### config.mk
export PLATFORM = sky130hd
export DESIGN_NAME = oled_display_sequencer
export DESIGN_NICKNAME = d
export VERILOG_FILES = /design/src/rtl/oled_display_sequencer.sv
export SDC_FILE = /design/constraint.sdc
export NUM_CORES = 1
export LEC_CHECK = 0
export ABC_AREA = 1
export BUFFER_PORTS_ARGS = -buffer_cell sky130_fd_sc_hd__buf_2
export CAP_MARGIN = 10
export CORE_AREA = 5 5 417 419
export CTS_BUF_LIST = sky130_fd_sc_hd__clkbuf_16
export DETAILED_ROUTE_END_ITERATION = 8
export DIE_AREA = 0 0 422 424
export GPL_TIMING_DRIVEN = 0
export PLACE_DENSITY_LB_ADDON = 0.3
export SLEW_MARGIN = 20
export SYNTH_ARGS = -nofsm -noshare
export SYNTH_HDL_FRONTEND = slang
export SYNTH_SLANG_ARGS = --single-unit
### constraint.sdc
create_clock -name clk -period 16.7 [get_ports clk]
set_clock_uncertainty 0.05 [all_clocks]
set_input_delay 0.835 -clock clk [delete_from_list [all_inputs] [get_ports clk]]
set_output_delay 0.835 -clock clk [all_outputs]
set_load 0.01 [all_outputs]
### src/rtl/oled_display_sequencer.sv
`default_nettype none
// ============================================================================
//  Module   : oled_display_sequencer
//  Purpose  : Top-level PmodOLED sequencer. Steps the external init,
//             frame-driver and power-down engines through en/done
//             handshakes, routes the active engine's SPI lines to the
//             display pins, snapshots the frame before each refresh and
//             reports state, frame count and an init-timeout error.
//  Revision : 1.0  initial release
// ----------------------------------------------------------------------------
//  Ports
//    clk, reset                       clock, async active-high reset
//    enable, mode, power_off          refresh/wake request, refresh mode,
//                                     power-down request
//    rows_in / rows_latched           live frame / snapshot to driver
//    init_en, drv_en, off_en          engine enables
//    init_done, drv_done, off_done    engine completion flags
//    init_*, drv_*, off_* (cs,sdo,sclk,dc)  engine SPI lines
//    CS, SDIN, SCLK, DC               SPI pins to the display
//    state_code, frame_count          status reporting
//    busy, error                      activity and sticky timeout flag
// ============================================================================
module oled_display_sequencer #(
  parameter int NUM_ROWS       = 4,
  parameter int ROW_BITS       = 128,
  parameter int REFRESH_DIV    = 1666667,
  parameter int TIMEOUT_CYCLES = 2000000
) (
  input  logic                         clk,
  input  logic                         reset,
  input  logic                         enable,
  input  logic                         mode,
  input  logic                         power_off,
  input  logic [NUM_ROWS*ROW_BITS-1:0] rows_in,
  output logic [NUM_ROWS*ROW_BITS-1:0] rows_latched,
  output logic                         init_en,
  output logic                         drv_en,
  output logic                         off_en,
  input  logic                         init_done,
  input  logic                         drv_done,
  input  logic                         off_done,
  input  logic                         init_cs,
  input  logic                         init_sdo,
  input  logic                         init_sclk,
  input  logic                         init_dc,
  input  logic                         drv_cs,
  input  logic                         drv_sdo,
  input  logic                         drv_sclk,
  input  logic                         drv_dc,
  input  logic                         off_cs,
  input  logic                         off_sdo,
  input  logic                         off_sclk,
  input  logic                         off_dc,
  output logic                         CS,
  output logic                         SDIN,
  output logic                         SCLK,
  output logic                         DC,
  output logic [3:0]                   state_code,
  output logic [15:0]                  frame_count,
  output logic                         busy,
  output logic                         error
);

  localparam int FRAME_W = NUM_ROWS * ROW_BITS;
  localparam int RT_W    = (REFRESH_DIV > 1) ? $clog2(REFRESH_DIV) : 1;
  localparam int WD_W    = (TIMEOUT_CYCLES > 1) ? $clog2(TIMEOUT_CYCLES) : 1;

  localparam logic [RT_W-1:0] RT_MAX = RT_W'(REFRESH_DIV - 1);
  localparam logic [WD_W-1:0] WD_MAX = WD_W'(TIMEOUT_CYCLES - 1);

  typedef enum logic [3:0] {
    ST_IDLE     = 4'd0,
    ST_INIT     = 4'd1,
    ST_READY    = 4'd2,
    ST_LATCH    = 4'd3,
    ST_DRIVE    = 4'd4,
    ST_HOLD     = 4'd5,
    ST_SHUTDOWN = 4'd6,
    ST_OFF      = 4'd7,
    ST_FAULT    = 4'd8
  } state_t;

  state_t               state_q, state_d;
  logic [WD_W-1:0]      wd_q, wd_d;            // init watchdog
  logic [RT_W-1:0]      rt_q, rt_d;            // refresh timer
  logic                 mode_q, mode_d;        // mode captured in READY
  logic [FRAME_W-1:0]   rows_latched_q, rows_latched_d;
  logic [15:0]          frame_count_q, frame_count_d;
  logic                 error_q, error_d;

  // --------------------------------------------------------------------------
  // State register
  // --------------------------------------------------------------------------
  always_ff @(posedge clk or posedge reset) begin
    if (reset) begin
      state_q        <= ST_IDLE;
      wd_q           <= '0;
      rt_q           <= '0;
      mode_q         <= 1'b0;
      rows_latched_q <= '0;
      frame_count_q  <= '0;
      error_q        <= 1'b0;
    end else begin
      state_q        <= state_d;
      wd_q           <= wd_d;
      rt_q           <= rt_d;
      mode_q         <= mode_d;
      rows_latched_q <= rows_latched_d;
      frame_count_q  <= frame_count_d;
      error_q        <= error_d;
    end
  end

  // --------------------------------------------------------------------------
  // Next-state logic
  // --------------------------------------------------------------------------
  always_comb begin
    state_d        = state_q;
    wd_d           = wd_q;
    mode_d         = mode_q;
    rows_latched_d = rows_latched_q;
    frame_count_d  = frame_count_q;
    error_d        = error_q;

    case (state_q)
      ST_IDLE: begin
        state_d = ST_INIT;
        wd_d    = '0;
      end

      ST_INIT: begin
        // A done flag on the final watchdog cycle still counts as success.
        if (init_done) begin
          state_d = ST_READY;
        end else if (wd_q == WD_MAX) begin
          state_d = ST_FAULT;
          error_d = 1'b1;
        end else begin
          wd_d = wd_q + WD_W'(1);
        end
      end

      ST_READY: begin
        mode_d = mode;
        if (power_off) begin
          state_d = ST_SHUTDOWN;
        end else if ((!mode && (rt_q >= RT_MAX)) || (mode && enable)) begin
          state_d = ST_LATCH;
        end
      end

      ST_LATCH: begin
        rows_latched_d = rows_in;
        state_d        = ST_DRIVE;
      end

      ST_DRIVE: begin
        if (drv_done) begin
          state_d       = ST_HOLD;
          frame_count_d = frame_count_q + 16'd1;
        end
      end

      ST_HOLD: begin
        // In on-demand mode the request level must drop before another
        // frame may start, so one request yields exactly one frame.
        if (!drv_done && (!mode_q || !enable)) begin
          state_d = ST_READY;
        end
      end

      ST_SHUTDOWN: begin
        if (off_done) begin
          state_d = ST_OFF;
        end
      end

      ST_OFF: begin
        if (!power_off && enable) begin
          state_d = ST_INIT;
          wd_d    = '0;
        end
      end

      ST_FAULT: begin
        state_d = ST_FAULT;
      end

      default: begin
        state_d = ST_IDLE;
      end
    endcase
  end

  // Refresh timer restarts on the cycle LATCH is entered and saturates so the
  // first mode-0 frame after a long init starts on the first READY cycle.
  always_comb begin
    rt_d = rt_q;
    if (state_d == ST_LATCH) begin
      rt_d = '0;
    end else if (rt_q < RT_MAX) begin
      rt_d = rt_q + RT_W'(1);
    end
  end

  // --------------------------------------------------------------------------
  // Outputs decoded from the state register
  // --------------------------------------------------------------------------
  always_comb begin
    init_en = (state_q == ST_INIT);
    drv_en  = (state_q == ST_DRIVE);
    off_en  = (state_q == ST_SHUTDOWN);
    busy    = !((state_q == ST_READY) || (state_q == ST_OFF) ||
                (state_q == ST_FAULT));

    // Idle bus: chip deselected, clock parked high.
    CS   = 1'b1;
    SDIN = 1'b0;
    SCLK = 1'b1;
    DC   = 1'b0;
    case (state_q)
      ST_INIT: begin
        CS   = init_cs;
        SDIN = init_sdo;
        SCLK = init_sclk;
        DC   = init_dc;
      end
      ST_DRIVE, ST_HOLD: begin
        CS   = drv_cs;
        SDIN = drv_sdo;
        SCLK = drv_sclk;
        DC   = drv_dc;
      end
      ST_SHUTDOWN: begin
        CS   = off_cs;
        SDIN = off_sdo;
        SCLK = off_sclk;
        DC   = off_dc;
      end
      default: begin
        CS   = 1'b1;
        SDIN = 1'b0;
        SCLK = 1'b1;
        DC   = 1'b0;
      end
    endcase
  end

  assign state_code   = state_q;
  assign rows_latched = rows_latched_q;
  assign frame_count  = frame_count_q;
  assign error        = error_q;

endmodule
`default_nettype wire

Yosys cells after proc, flatten, opt, wreduce, memory -nomap -nowiden
Cells that the tools add are included.
W data, S select, Z words.
{"block": "word_totals", "reg_bits": 576, "latchBits": 0, "ramBits": 0, "mem_bits_ro": 0, "input_bits": 532, "output_inout_bits": 541, "elab_cells": 66, "mem_count": 0}
{"block": "op_classes", "addsub": 3, "multipliers": 0, "div_mod_pow": 0, "n_lt_le_gt_ge": 2, "n_eq_ne": 13, "n_shift": 0, "mux": 19, "bitwise_logic": 1, "reduce_logical": 21}
{"op": "$mux W21", "n": 5}
{"op": "$pmux W21 S3", "n": 1}
{"op": "$add A21 B1 Y21 const B", "n": 2}
{"op": "$pmux W4 S9", "n": 1}
{"op": "$mux W4", "n": 8}
{"op": "$eq A21 B21 Y1 const B", "n": 1}
{"op": "$ge A21 B21 Y1 const B", "n": 1}
{"op": "$lt A21 B21 Y1 const B", "n": 1}
{"op": "$add A16 B1 Y16 const B", "n": 1}
{"op": "$eq A4 B3 Y1 const B", "n": 4}
{"op": "$eq A4 B2 Y1 const B", "n": 3}
{"op": "$pmux W1 S3", "n": 4}
{"op": "$logic_not A1 Y1", "n": 6}
{"op": "$ne A2 B2 Y1 const B", "n": 3}
{"op": "$eq A4 B1 Y1 const B", "n": 1}
{"op": "$eq A4 B4 Y1 const B", "n": 1}
{"op": "$logic_and A1 B1 Y1", "n": 4}
{"op": "$logic_not A4 Y1", "n": 1}
{"op": "$logic_or A1 B1 Y1", "n": 4}
{"op": "$reduce_and A4 Y1", "n": 1}
{"op": "$reduce_and A3 Y1", "n": 1}
{"op": "$reduce_bool A3 Y1", "n": 1}
{"op": "$reduce_and A2 Y1", "n": 1}
{"op": "$reduce_bool A2 Y1", "n": 1}
{"op": "other kinds (2)", "n": 2}

Longest topological paths before layout
{"block": "logic_depth", "ltp_word": 8, "depth_mapped": 12, "depth_no_buf": 11}

Least setup slack after synthesis
Ideal clock, no wire load.
{"block": "synth_path", "path_kind": "register to output", "startpoint": "reg state_q[3] (netlist: state_code[3])", "endpoint": "out DC", "arrival_time_ps": 1341, "required_time_ps": 15815, "setup_slack_ps": 14474, "stages_incl_launch_ff": 7, "path_buffers": 1, "cell_sequence": "dfrtp_1 > nor2_2 > nand2_1 > inv_1 > buf_2 > nand2_1 > nand3_1"}
{"block": "synth_between", "elab_cells_between_ends": 6, "classes_between": "eq/ne: 4; mux: 1; reduce/logical: 1"}
{"item": "from (decl)", "line": "83", "source": "state_t state_q, state_d;"}
{"item": "from (signal assigned)", "line": "104", "source": "state_q <= state_d;"}
{"item": "$eq A4 B1 Y1"}
{"item": "net init_en", "line": "36", "source": "output logic init_en,"}
{"item": "$pmux W1 S3", "line": "221", "source": "case (state_q)"}
{"item": "to (decl)", "line": "57", "source": "output logic DC,"}
The timed path passes the listed nets, and every way through them passes these cells.

Worst setup path after layout
{"block": "layout_path", "startpoint": "reg state_q[0] (netlist: state_code[0])", "endpoint": "out SCLK"}
{"block": "layout_between", "elab_chain_len": 3, "elab_cells_between_ends": 6, "classes_between": "eq/ne: 4; mux: 1; reduce/logical: 1"}
{"item": "$eq A4 B3 Y1", "line": "221"}
{"item": "$reduce_or A2 Y1", "line": "221"}
{"item": "$pmux W1 S3 *", "line": "221"}
{"item": "to (decl)", "line": "56", "source": "output logic SCLK,"}
Mark *: on every way between the ends. The rest lies on a longest branch, timed or not.

==> results.json <==
{
  "outcome": "complete, no violations",
  "cpLargestDelayFamily": "buffers and inverters",
  "crit_fanout": 10,
  "synth_adder_area_share_pct": 0.217,
  "clk_pin_slew_ps": 60,
  "grt_pass1_vias": 18900,
  "cts_root_buffer": "clkbuf_16",
  "wirelength_microns": 123000,
  "synthXorXnorAreaFrac_pct": 1.03,
  "maxSlewHeadroom_pct": 57.9,
  "place_congestion": 0.859,
  "cts_resized": 0,
  "register_area_sq_mm": 0.0144,
  "wl_per_cell_microns": 23.9,
  "area_growth_syn_to_layout_pct": 47.9,
  "final_util_pct": 20.0,
  "coreArea_sq_mm": 0.170,
  "synth_compound_area_share_pct": 1.01,
  "yosys.area_share.simple_pct": 7.21,
  "synth_cells": 1662,
  "layout_commonest_cell": "buf_2",
  "synthMuxAreaShare_pct": 25.0,
  "chipHeight_microns": 424,
  "drt_iter0_markers": 753,
  "worst_pin_slew_ps": 631,
  "min_period_over_period_pct": 20.2,
  "clk_latency_ps": 670,
  "required_ps": 15820,
  "yosys_most_used_dff": "dfrtp_1",
  "drv_cap": 0,
  "io_pins": 1073,
  "antenna_found_initial": 108,
  "rsz0062_at_grt": "false",
  "use_met2_pct": 21.2,
  "grt_max_degree": 33,
  "peakVddDrop_mv": 0.0990,
  "initial_utilization_pct": 13.5,
  "ant_nets": 0,
  "hold_path_class": "in2async",
  "layout_setup_ws_ps": 13330,
  "cp-end-kind": "primary output",
  "place_area_sq_mm": 0.0316,
  "path_buf_inv": 3,
  "p_leak_nw": 16.1,
  "post-place-ws_ps": 13230,
  "die_width_microns": 422,
  "drcViolationCount": 0,
  "hold_buffers": 0,
  "setup_viol": 0,
  "fillers": 18800,
  "startpoint": "state_code[0]",
  "grt-busiest-layer": "met2",
  "synth_top_family_by_area": "multiplexers",
  "vias": 18100,
  "hold_violations": 0,
  "total_power_w": 0.00677,
  "synth_area_sq_mm": 0.0230,
  "synth.distinct_cells": 43,
  "crit_path_start_kind": "flip-flop",
  "ys_seq_area_share_pct": 62.6,
  "grt_pass1_wl_microns": 164000,
  "yosysWarnings": 0,
  "slew_viol_final": 0,
  "fin_area_sq_mm": 0.0340,
  "synth_edf_count": 0,
  "async_reset_ff_share_pct": 100,
  "drtPass1Iterations": 5,
  "powerDensity_mw_per_mm2": 199,
  "path_class": "reg2out",
  "die_area_sq_mm": 0.179,
  "cts_made_buffers": 75,
  "placement.io_buffers": 1072,
  "multiInputGateArea_sq_mm": 0.00795,
  "drive_above_1_share_pct": 62.5,
  "synth_fp_nets": 2198,
  "hpwl_microns": 105000,
  "final_nets": 3368,
  "via_per_inst": 3.52,
  "avgSynthCellArea_sq_um": 13.8,
  "grt_overflow_total": 0,
  "timing.fmax_ghz": 0.296,
  "grt_usage_pct": 13.3,
  "cts_tree": "done",
  "h-tree-depth": 3,
  "post_cts_buffers": 0,
  "critPathArrivalTime_ps": 2490,
  "clk_path_buf_depth": 3,
  "met1_usage_pct": 14.4,
  "path_cells": "inv_1, nor2_1, nand2_1, clkbuf_1, o21ai_0, nand4_1, buf_2",
  "regToRegStartpoint": "state_code[1]",
  "slowest_delay_ps": 440,
  "met3_usage_pct": 7.86,
  "num_rows": 152,
  "cts.sinks": 576,
  "worst_path_max_delay_cell": "clkbuf_1",
  "ys_seq_elements": 576,
  "final_cell_mix": "buf_2, dfrtp_1, mux2_2",
  "setup_tns_ps": 0,
  "finalCriticalPeriod_ps": 3370
}
flip-flops by register name, summed over array words and instances (netlist names):
| name | cells |
|---|---|
| state_code | 4 |
| rows_latched | 512 |
| rt_q | 21 |
| wd_q | 21 |
| error | 1 |
| mode_q | 1 |
| frame_count | 16 |
worst paths after layout:
kind                            slack, ps                 to  depth (start not counted)
worst min register to register        410    frame_count[15]                          1
worst min-delay path                  150  rows_latched[326]                          2
worst max register to register      14010  rows_latched[211]                          6
max in group asynchronous           14050  rows_latched[155]                         11
min in group clk                      320  rows_latched[113]                          2
worst max-delay path                13330               SCLK                          7
report_power, final:
| group | internal, W | switching, W |
|---|---|---|
| registers | 0.00207 | 0.000374 |
| logic | 0.00121 | 0.00151 |
| clock network | 0.000925 | 0.000666 |
| total | 0.00421 | 0.00255 |
cell type report:
type	instances	share of cell area, %
Sequential cell	576	42.3
Multi-Input combinational cell	935	23.3
Timing Repair Buffer	1093	17.0
Tap cell	2233	8.21
Clock buffer	75	5.51
Clock inverter	55	1.39
Inverter	87	0.981
Buffer	64	0.970
Antenna cell	34	0.250
cell families after synthesis:
logic type / count (synthesis)
AO/OA/AOI/OAI: 36
XOR/XNOR: 27
adder cells (fa/ha/maj): 4
buffers and inverters: 151
flip-flops: 576
multiplexers: 512
AND/OR/NAND/NOR: 356
cells in the mapped netlist, types with 3 or more instances:
library cell  instances  area share [%]
buf_2                60             1.3
o21ai_2               5            0.19
xnor2_1               5            0.19
nand3_1              54             1.2
nor4_2                3            0.16
nor3b_1               3           0.098
nand4_1              23            0.63
inv_1                83             1.4
nor2_1               64             1.0
o21ai_0              16            0.35
nand2_2               5            0.14
nand2_1             161             2.6
mux2_2              512              25
a21oi_1               4           0.087
nor4_1                4            0.11
nor2_4                5            0.24
xor2_1               22            0.84
nor3_1               18            0.39
nand3b_1              4            0.13
ha_1                  4            0.22
dfrtp_1             576              63
through the flow:
stage	hold slack [ps]	cells
6_report	155	5152
5_1_grt	140	5142
4_1_cts	79.5	5118
3_5_place_dp	404	4988
3_3_place_gp	397	4967
2_1_floorplan	399	1662
routing by layer:
layer / up-vias / wire, microns
met1: 8937 / 45000
met5: - / 47
li1: 8065 / -
met3: 260 / 16000
met2: 866 / 57500
met4: 8 / 4470
(Power assumes the default switching activity.)
